`config.mk`:
```
export PLATFORM = sky130hd
export DESIGN_NAME = seven_segment_scan_controller_flat
export DESIGN_NICKNAME = d
export VERILOG_FILES = /design/src/rtl/seven_segment_scan_controller_pkg.sv /design/src/rtl/seven_segment_scan_controller_if.sv /design/src/rtl/seven_segment_scan_controller_decoder.sv /design/src/rtl/seven_segment_scan_controller.sv /design/src/flat_wrapper.sv
export SDC_FILE = /design/constraint.sdc
export NUM_CORES = 1
export LEC_CHECK = 0
export ABC_AREA = 1
export BUFFER_PORTS_ARGS = -buffer_cell sky130_fd_sc_hd__buf_2
export CAP_MARGIN = 25
export CORE_MARGIN = 2
export CORE_UTILIZATION = 40
export DETAILED_ROUTE_END_ITERATION = 12
export GPL_TIMING_DRIVEN = 0
export PLACE_DENSITY_LB_ADDON = 0.15
export SYNTH_ARGS = -nofsm -noshare
export SYNTH_HDL_FRONTEND = slang
export SYNTH_SLANG_ARGS = --single-unit
```
`constraint.sdc`:
```
create_clock -name clk -period 2.8 [get_ports clk]
set_input_delay 0.56 -clock clk [delete_from_list [all_inputs] [get_ports clk]]
set_output_delay 0.56 -clock clk [all_outputs]
set_load 0.01 [all_outputs]
```
`src/rtl/seven_segment_scan_controller_pkg.sv`:
```
// Shared types and the hex glyph table for the seven-segment scan controller.
//   state_t    : scan FSM states (OFF, BLANK, SHOW)
//   seg_t      : segment bus {a,b,c,d,e,f,g,dp}, active-high
//   hex_to_seg : nibble -> glyph with dp cleared
package seven_segment_pkg;

   typedef enum logic [1:0] {OFF, BLANK, SHOW} state_t;

   typedef logic [7:0] seg_t;

   function automatic seg_t hex_to_seg(input logic [3:0] nibble);
      seg_t glyph;
      unique case (nibble)
         4'h0: glyph = 8'hFC;
         4'h1: glyph = 8'h60;
         4'h2: glyph = 8'hDA;
         4'h3: glyph = 8'hF2;
         4'h4: glyph = 8'h66;
         4'h5: glyph = 8'hB6;
         4'h6: glyph = 8'hBE;
         4'h7: glyph = 8'hE0;
         4'h8: glyph = 8'hFE;
         4'h9: glyph = 8'hF6;
         4'hA: glyph = 8'hEE;
         4'hB: glyph = 8'h3E;
         4'hC: glyph = 8'h9C;
         4'hD: glyph = 8'h7A;
         4'hE: glyph = 8'h9E;
         4'hF: glyph = 8'h8E;
         default: glyph = '0;
      endcase
      return glyph;
   endfunction

endpackage

```
`src/rtl/seven_segment_scan_controller_if.sv`:
```
// Load port of the scan controller: valid/ready handshake carrying new
// display contents.
//   load_valid : new contents offered (master -> slave)
//   load_ready : pending buffer empty (slave -> master)
//   load_data  : hex nibbles, digit i = load_data[4*i+3:4*i]
//   load_dp    : decimal points, bit i belongs to digit i
interface seven_segment_scan_controller_if #(
   parameter int unsigned n_digits = 4
);
   logic                    load_valid;
   logic                    load_ready;
   logic [4*n_digits-1:0]   load_data;
   logic [n_digits-1:0]     load_dp;

   modport master (output load_valid, output load_data, output load_dp,
                   input  load_ready);
   modport slave  (input  load_valid, input  load_data, input  load_dp,
                   output load_ready);
endinterface

```
`src/rtl/seven_segment_scan_controller_decoder.sv`:
```
// Combinational digit decoder: one hex nibble plus decimal point to a
// segment pattern.
//   nibble_i : hex value 0..F
//   dp_i     : decimal point
//   seg_o    : {a,b,c,d,e,f,g,dp}, active-high
module seven_segment_digit_decoder
   import seven_segment_pkg::*;
(
   input  logic [3:0] nibble_i,
   input  logic       dp_i,
   output seg_t       seg_o
);

   assign seg_o = hex_to_seg(nibble_i) | {7'b0, dp_i};

endmodule

```
`src/rtl/seven_segment_scan_controller.sv`:
```
// Time-multiplexed seven-segment scan controller with blanking gaps and
// tear-free double buffering (pending contents swap in at frame boundaries).
//   clk, reset  : clock, synchronous active-high reset
//   load        : valid/ready load port (slave side)
//   digit_en    : live enable mask, sampled in OFF and at the end of a SHOW slot
//   seg         : registered segment bus {a..g,dp}
//   digit_sel   : registered one-hot digit select
//   frame_done  : 1-clk pulse at each frame boundary
module seven_segment_scan_controller
   import seven_segment_pkg::*;
#(
   parameter int unsigned n_digits     = 4,
   parameter int unsigned strobe_width = 20,
   parameter int unsigned blank_cycles = 2
) (
   input  logic                          clk,
   input  logic                          reset,
   seven_segment_scan_controller_if.slave load,
   input  logic [n_digits-1:0]           digit_en,
   output seg_t                          seg,
   output logic [n_digits-1:0]           digit_sel,
   output logic                          frame_done
);

   localparam int unsigned IW = $clog2(n_digits);
   localparam int unsigned CW = strobe_width + $clog2(blank_cycles) + 1;
   localparam logic [CW-1:0] SHOW_LAST  = CW'((2**strobe_width) - 1);
   localparam logic [CW-1:0] BLANK_LAST = CW'(blank_cycles - 1);
   localparam logic [n_digits-1:0] SEL_ONE = {{(n_digits-1){1'b0}}, 1'b1};

   state_t                state_q, state_d;
   logic [IW-1:0]         idx_q, idx_d;
   logic [CW-1:0]         cnt_q, cnt_d;
   logic                  pending_full_q, pending_full_d;
   logic [4*n_digits-1:0] pending_data_q, pending_data_d;
   logic [n_digits-1:0]   pending_dp_q, pending_dp_d;
   logic [4*n_digits-1:0] shadow_data_q, shadow_data_d;
   logic [n_digits-1:0]   shadow_dp_q, shadow_dp_d;
   seg_t                  seg_q, seg_d;
   logic [n_digits-1:0]   digit_sel_q, digit_sel_d;
   logic                  frame_done_q, frame_done_d;

   logic [IW-1:0]         first_idx, nxt_idx;
   logic                  boundary;
   seg_t                  dec_seg;

   // Priority searches: loops run high-to-low so the smallest offset wins.
   always_comb begin
      first_idx = '0;
      nxt_idx   = idx_q;
      for (int unsigned k = n_digits; k > 0; k--) begin
         if (digit_en[IW'(k - 1)]) first_idx = IW'(k - 1);
         if (digit_en[IW'((idx_q + k) % n_digits)]) nxt_idx = IW'((idx_q + k) % n_digits);
      end
   end

   // State register (plus datapath and output registers)
   always_ff @(posedge clk) begin
      if (reset) begin
         state_q        <= OFF;
         idx_q          <= '0;
         cnt_q          <= '0;
         pending_full_q <= 1'b0;
         pending_data_q <= '0;
         pending_dp_q   <= '0;
         shadow_data_q  <= '0;
         shadow_dp_q    <= '0;
         seg_q          <= '0;
         digit_sel_q    <= '0;
         frame_done_q   <= 1'b0;
      end else begin
         state_q        <= state_d;
         idx_q          <= idx_d;
         cnt_q          <= cnt_d;
         pending_full_q <= pending_full_d;
         pending_data_q <= pending_data_d;
         pending_dp_q   <= pending_dp_d;
         shadow_data_q  <= shadow_data_d;
         shadow_dp_q    <= shadow_dp_d;
         seg_q          <= seg_d;
         digit_sel_q    <= digit_sel_d;
         frame_done_q   <= frame_done_d;
      end
   end

   // Next-state logic
   always_comb begin
      state_d  = state_q;
      idx_d    = idx_q;
      cnt_d    = cnt_q;
      boundary = 1'b0;
      unique case (state_q)
         OFF: begin
            if (digit_en != '0) begin
               state_d  = BLANK;
               idx_d    = first_idx;
               cnt_d    = '0;
               boundary = 1'b1;
            end
         end
         BLANK: begin
            if (cnt_q == BLANK_LAST) begin
               state_d = SHOW;
               cnt_d   = '0;
            end else begin
               cnt_d = cnt_q + 1'b1;
            end
         end
         SHOW: begin
            if (cnt_q == SHOW_LAST) begin
               cnt_d = '0;
               if (digit_en == '0) begin
                  state_d = OFF;
               end else begin
                  state_d  = BLANK;
                  idx_d    = nxt_idx;
                  // Wrapping back (or a lone enabled digit) closes the frame.
                  boundary = (nxt_idx <= idx_q);
               end
            end else begin
               cnt_d = cnt_q + 1'b1;
            end
         end
         default: state_d = OFF;
      endcase
   end

   // Buffers: swap needs full, accept needs empty, so they never collide.
   always_comb begin
      pending_full_d = pending_full_q;
      pending_data_d = pending_data_q;
      pending_dp_d   = pending_dp_q;
      shadow_data_d  = shadow_data_q;
      shadow_dp_d    = shadow_dp_q;
      if (boundary && pending_full_q) begin
         shadow_data_d  = pending_data_q;
         shadow_dp_d    = pending_dp_q;
         pending_full_d = 1'b0;
      end
      if (load.load_valid && !pending_full_q) begin
         pending_data_d = load.load_data;
         pending_dp_d   = load.load_dp;
         pending_full_d = 1'b1;
      end
   end

   // Shadow only changes when entering BLANK, so it is stable for SHOW.
   seven_segment_digit_decoder u_decoder (
      .nibble_i (shadow_data_q[4*idx_d +: 4]),
      .dp_i     (shadow_dp_q[idx_d]),
      .seg_o    (dec_seg)
   );

   // Output logic: computed from the next state so digit_sel is valid on
   // the first SHOW clock.
   always_comb begin
      seg_d        = '0;
      digit_sel_d  = '0;
      frame_done_d = boundary;
      if (state_d == SHOW) begin
         seg_d       = dec_seg;
         digit_sel_d = SEL_ONE << idx_d;
      end
   end

   assign seg             = seg_q;
   assign digit_sel       = digit_sel_q;
   assign frame_done      = frame_done_q;
   assign load.load_ready = ~pending_full_q;

endmodule

```
`src/flat_wrapper.sv`:
```
// flat-port wrapper written by rule: the top's interface ports become plain ports
module seven_segment_scan_controller_flat import seven_segment_pkg::*;
#(
   parameter int unsigned n_digits     = 4,
   parameter int unsigned strobe_width = 20,
   parameter int unsigned blank_cycles = 2
)
  (clk, reset, digit_en, seg, digit_sel, frame_done, load_load_valid, load_load_data, load_load_dp, load_load_ready);
  seven_segment_scan_controller_if #(.n_digits(n_digits)) load_i ();
  input  logic clk;
  input  logic reset;
  input  logic [n_digits-1:0] digit_en;
  output seg_t seg;
  output logic [n_digits-1:0] digit_sel;
  output logic frame_done;
  input wire logic [$bits(load_i.load_valid)-1:0] load_load_valid;
  input wire logic [$bits(load_i.load_data)-1:0] load_load_data;
  input wire logic [$bits(load_i.load_dp)-1:0] load_load_dp;
  output wire logic [$bits(load_i.load_ready)-1:0] load_load_ready;
  assign load_i.load_valid = load_load_valid;
  assign load_i.load_data = load_load_data;
  assign load_i.load_dp = load_load_dp;
  assign load_load_ready = load_i.load_ready;
  seven_segment_scan_controller #(.n_digits(n_digits), .strobe_width(strobe_width), .blank_cycles(blank_cycles)) u_core (.clk(clk), .reset(reset), .load(load_i), .digit_en(digit_en), .seg(seg), .digit_sel(digit_sel), .frame_done(frame_done));
endmodule
```
==> flow_metrics.tcl <==
set metrics [dict create \
    crit_chain "ha_4, nand2_4, nor2_4, nand3_2, nor2_4, nand3_2, a21oi_2, nand2_2, nand2_4, nand2_4, buf_8, nand2_2, nand3_2, nand2_4, clkinvlp_4, ha_4, inv_2, nand2_2, nand3_2, a21oi_2" \
    grtUsageMet1 0.251 \
    cp_max_fo 7 \
    core_sq_mm 0.00986 \
    drc 0 \
    synthFlopType "dfxtp_1" \
    vias 3776 \
    cp_top_family "simple AND/OR/NAND/NOR gates" \
    use_met2 0.268 \
    synth-edff-count 0 \
    synth_fa_ha_area_frac 0.0458 \
    holdWs_ns 0.422 \
    gr-max-usage-layer "met2" \
    die_h_um 105 \
    slew_headroom 0.585 \
    setup_viol 0 \
    drv_cap 0 \
    grt_pass1_wl_um 16200 \
    clkTransAtPathRegs_ns 0.09 \
    netlist.area_leader.share 0.391 \
    synth_cells 576 \
    utilization 0.501 \
    cts_tree "yes" \
    syn_area_sq_mm 0.00410 \
    critPathMaxStageDelay_ns 0.36 \
    drv_slew 0 \
    nets 687 \
    cp.arrival_ns 2.99 \
    ys_warn_count 0 \
    yosys-top-cells-area "dfxtp_1, nor2_1, nand2_1" \
    synthArstFlopShare 0 \
    worst-path-buf-inv 3 \
    synth-seq-cells 80 \
    first_pass_iters 4 \
    synth-seq-area-share 0.391 \
    gp_congestion 0.829 \
    synth_mux_area_frac 0 \
    drt_iter0_drc 163 \
    layout_min_cycle_time_ns 2.69 \
    finalSetupTns_ns 0 \
    synth_top_family_by_area "simple AND/OR/NAND/NOR gates" \
    synth_compound_gate_area_share 0.133 \
    rsz0062_at_grt "true" \
    wirelength_um 9310 \
    ys_types 44 \
    grt_use_met3 0.0256 \
    dieArea_sq_mm 0.0111 \
    htreeDepth 3 \
    finalClockSkew_ns 0.00996 \
    finalCritPeriodShare 0.959 \
    placed_cells 748 \
    routedWlPerCell_um 11.9 \
    fp-row-count 36 \
    cts_root_buf "clkbuf_8" \
    hold_violations 0 \
    antenna_cells 0 \
    tightest_slew_ns 0.619 \
    insertion_delay_ns 0.36 \
    grt.overflow.total 0 \
    clock_path_buffers 2 \
    grt_pass1_vias 3557 \
    port_buffers 39 \
    leakagePower_nw 2.08 \
    p_total_mw 2.83 \
    fmax_mhz 372 \
    run_status "finished clean" \
    grt_use_total 0.177 \
    layout.cells.non_filler 783 \
    avgViaCountPerCell 4.82 \
    grt_antenna_before_repair 0 \
    worstHoldPathType "in -> reg" \
    dpl.hpwl_um 6880 \
    power_per_cell_area_mw_per_mm2 572 \
    ir_worst_vdd_v 0.000261 \
    worstSetupPathType "reg -> reg" \
    initial_core_util 0.415 \
    final_antenna_net_count 0 \
    syn-mean-instance-area_sq_um 7.11 \
    syn_to_final_growth_pct 20.6 \
    yosysTopAreaCell "dfxtp_1" \
    io-pin-count 41 \
    critPathRequiredTime_ns 3.10 \
    fillCellCount 999 \
    grt_max_degree 15 \
    die_x_um 105 \
    critical_path.slowest_cell "dfxtp_2" \
    cts_sinks 80 \
    end_kind "register" \
    drive_above_1_share 0.226 \
    synth-simple-area-share 0.339 \
    cts_made_buffers 9 \
    synth_nets 618 \
    synth_xor_area_frac 0.0150 \
    startpoint_type "register" \
]
-- per-layer routing --
metal | up-vias | part of all wire
met1 | 1675 | 0.53
met2 | 78 | 0.42
met4 | 0 | 0.015
met5 | - | 0
li1 | 2012 | -
met3 | 11 | 0.040
-- layout make-up --
cell class | count | area (sq um) | area share
Inverter | 62 | 248 | 0.0502
Clock buffer | 11 | 141 | 0.0286
Tap cell | 133 | 166 | 0.0337
Buffer | 16 | 91.3 | 0.0185
Sequential cell | 80 | 1610 | 0.326
Timing Repair Buffer | 59 | 345 | 0.0699
Clock inverter | 5 | 40.0 | 0.00811
Multi-Input combinational cell | 417 | 2300 | 0.465
-- flip-flops by register name (all words and copies together), names as in the netlist --
| register | flops |
|---|---|
| u_core.cnt_q | 22 |
| u_core.digit_sel | 4 |
| u_core.frame_done | 1 |
| u_core.idx_q | 2 |
| u_core.pending_data_q | 16 |
| u_core.pending_dp_q | 4 |
| u_core.pending_full_q | 1 |
| u_core.seg | 8 |
| u_core.shadow_data_q | 16 |
| u_core.shadow_dp_q | 4 |
| u_core.state_q | 2 |
-- path summary, 6_finish.rpt --
kind	cells past startpoint	slack, ns	end	startpoint
worst min-delay path	3	0.42	u_core.pending_data_q[4]	load_load_data[4]
worst max register to register	20	0.11	u_core.seg[4]	u_core.cnt_q[1]
worst min register to register	2	0.48	u_core.shadow_data_q[3]	u_core.shadow_data_q[3]
worst max-delay path	20	0.11	u_core.seg[4]	u_core.cnt_q[1]
-- cell families (layout without fill, tap and decap cells) --
| group | after synthesis | in the layout |
|---|---|---|
| adders and majority gates | 15 | 15 |
| DFF | 80 | 80 |
| buffers and inverters | 79 | 153 |
| xor gates and xnor gates | 7 | 7 |
| and+or+nand+nor | 298 | 298 |
| AOI/OAI and AO/OA | 97 | 97 |
-- layout by cell type, fill, tap and decap left out, types with 11 or more instances in the layout --
| master | n |
|---|---|
| inv_1 | 54 |
| buf_2 | 40 |
| nand3_1 | 30 |
| dfxtp_1 | 74 |
| nand2_1 | 90 |
| a21oi_1 | 22 |
| o21ai_0 | 37 |
| clkbuf_1 | 11 |
| o21ai_1 | 13 |
| nand2_2 | 11 |
| nor2_1 | 110 |
| ha_1 | 11 |
| buf_4 | 23 |
-- cells in the mapped netlist (8+ instances only) --
cell type,number
nand2_1,96
dfxtp_1,80
a21oi_1,25
nand3_1,31
inv_1,56
ha_1,15
o21ai_0,48
nand2_2,8
nand3_2,9
nor3_1,10
clkbuf_1,14
nor2_1,112
-- through the flow --
stage | instance area, sq um | setup slack [ns]
after floorplan | 4100 | 0.209
after global placement | 4460 | -0.312
after detailed placement | 4460 | -0.339
after CTS | 4740 | 0.00777
after global routing | 4940 | -0.0362
final | 4940 | 0.114
-- power breakdown --
part	leakage (nW)	switching, mW	total [mW]	internal, mW
clock network	0.0826	0.444	0.797	0.353
logic	1.34	0.478	0.790	0.311
registers	0.656	0.0373	1.24	1.20
-- repair_timing --
item	CTS	global route
hold buffers	0	0
endpoints found under the setup margin	28	38
buffers inserted	8	12
resized for setup	14	47
pin swaps	7	18
cloned	0	0
-- worst reg2reg max path, delay by kind of cell, from the launching register on --
family                     cells  cell delay (ns)
adders and majority gates      2             0.46
and+or+nand+nor               13             1.24
DFF                            1             0.36
AOI/OAI and AO/OA              2             0.28
buffers and inverters          3             0.31
Note: power is estimated with default switching activity, not from simulation.
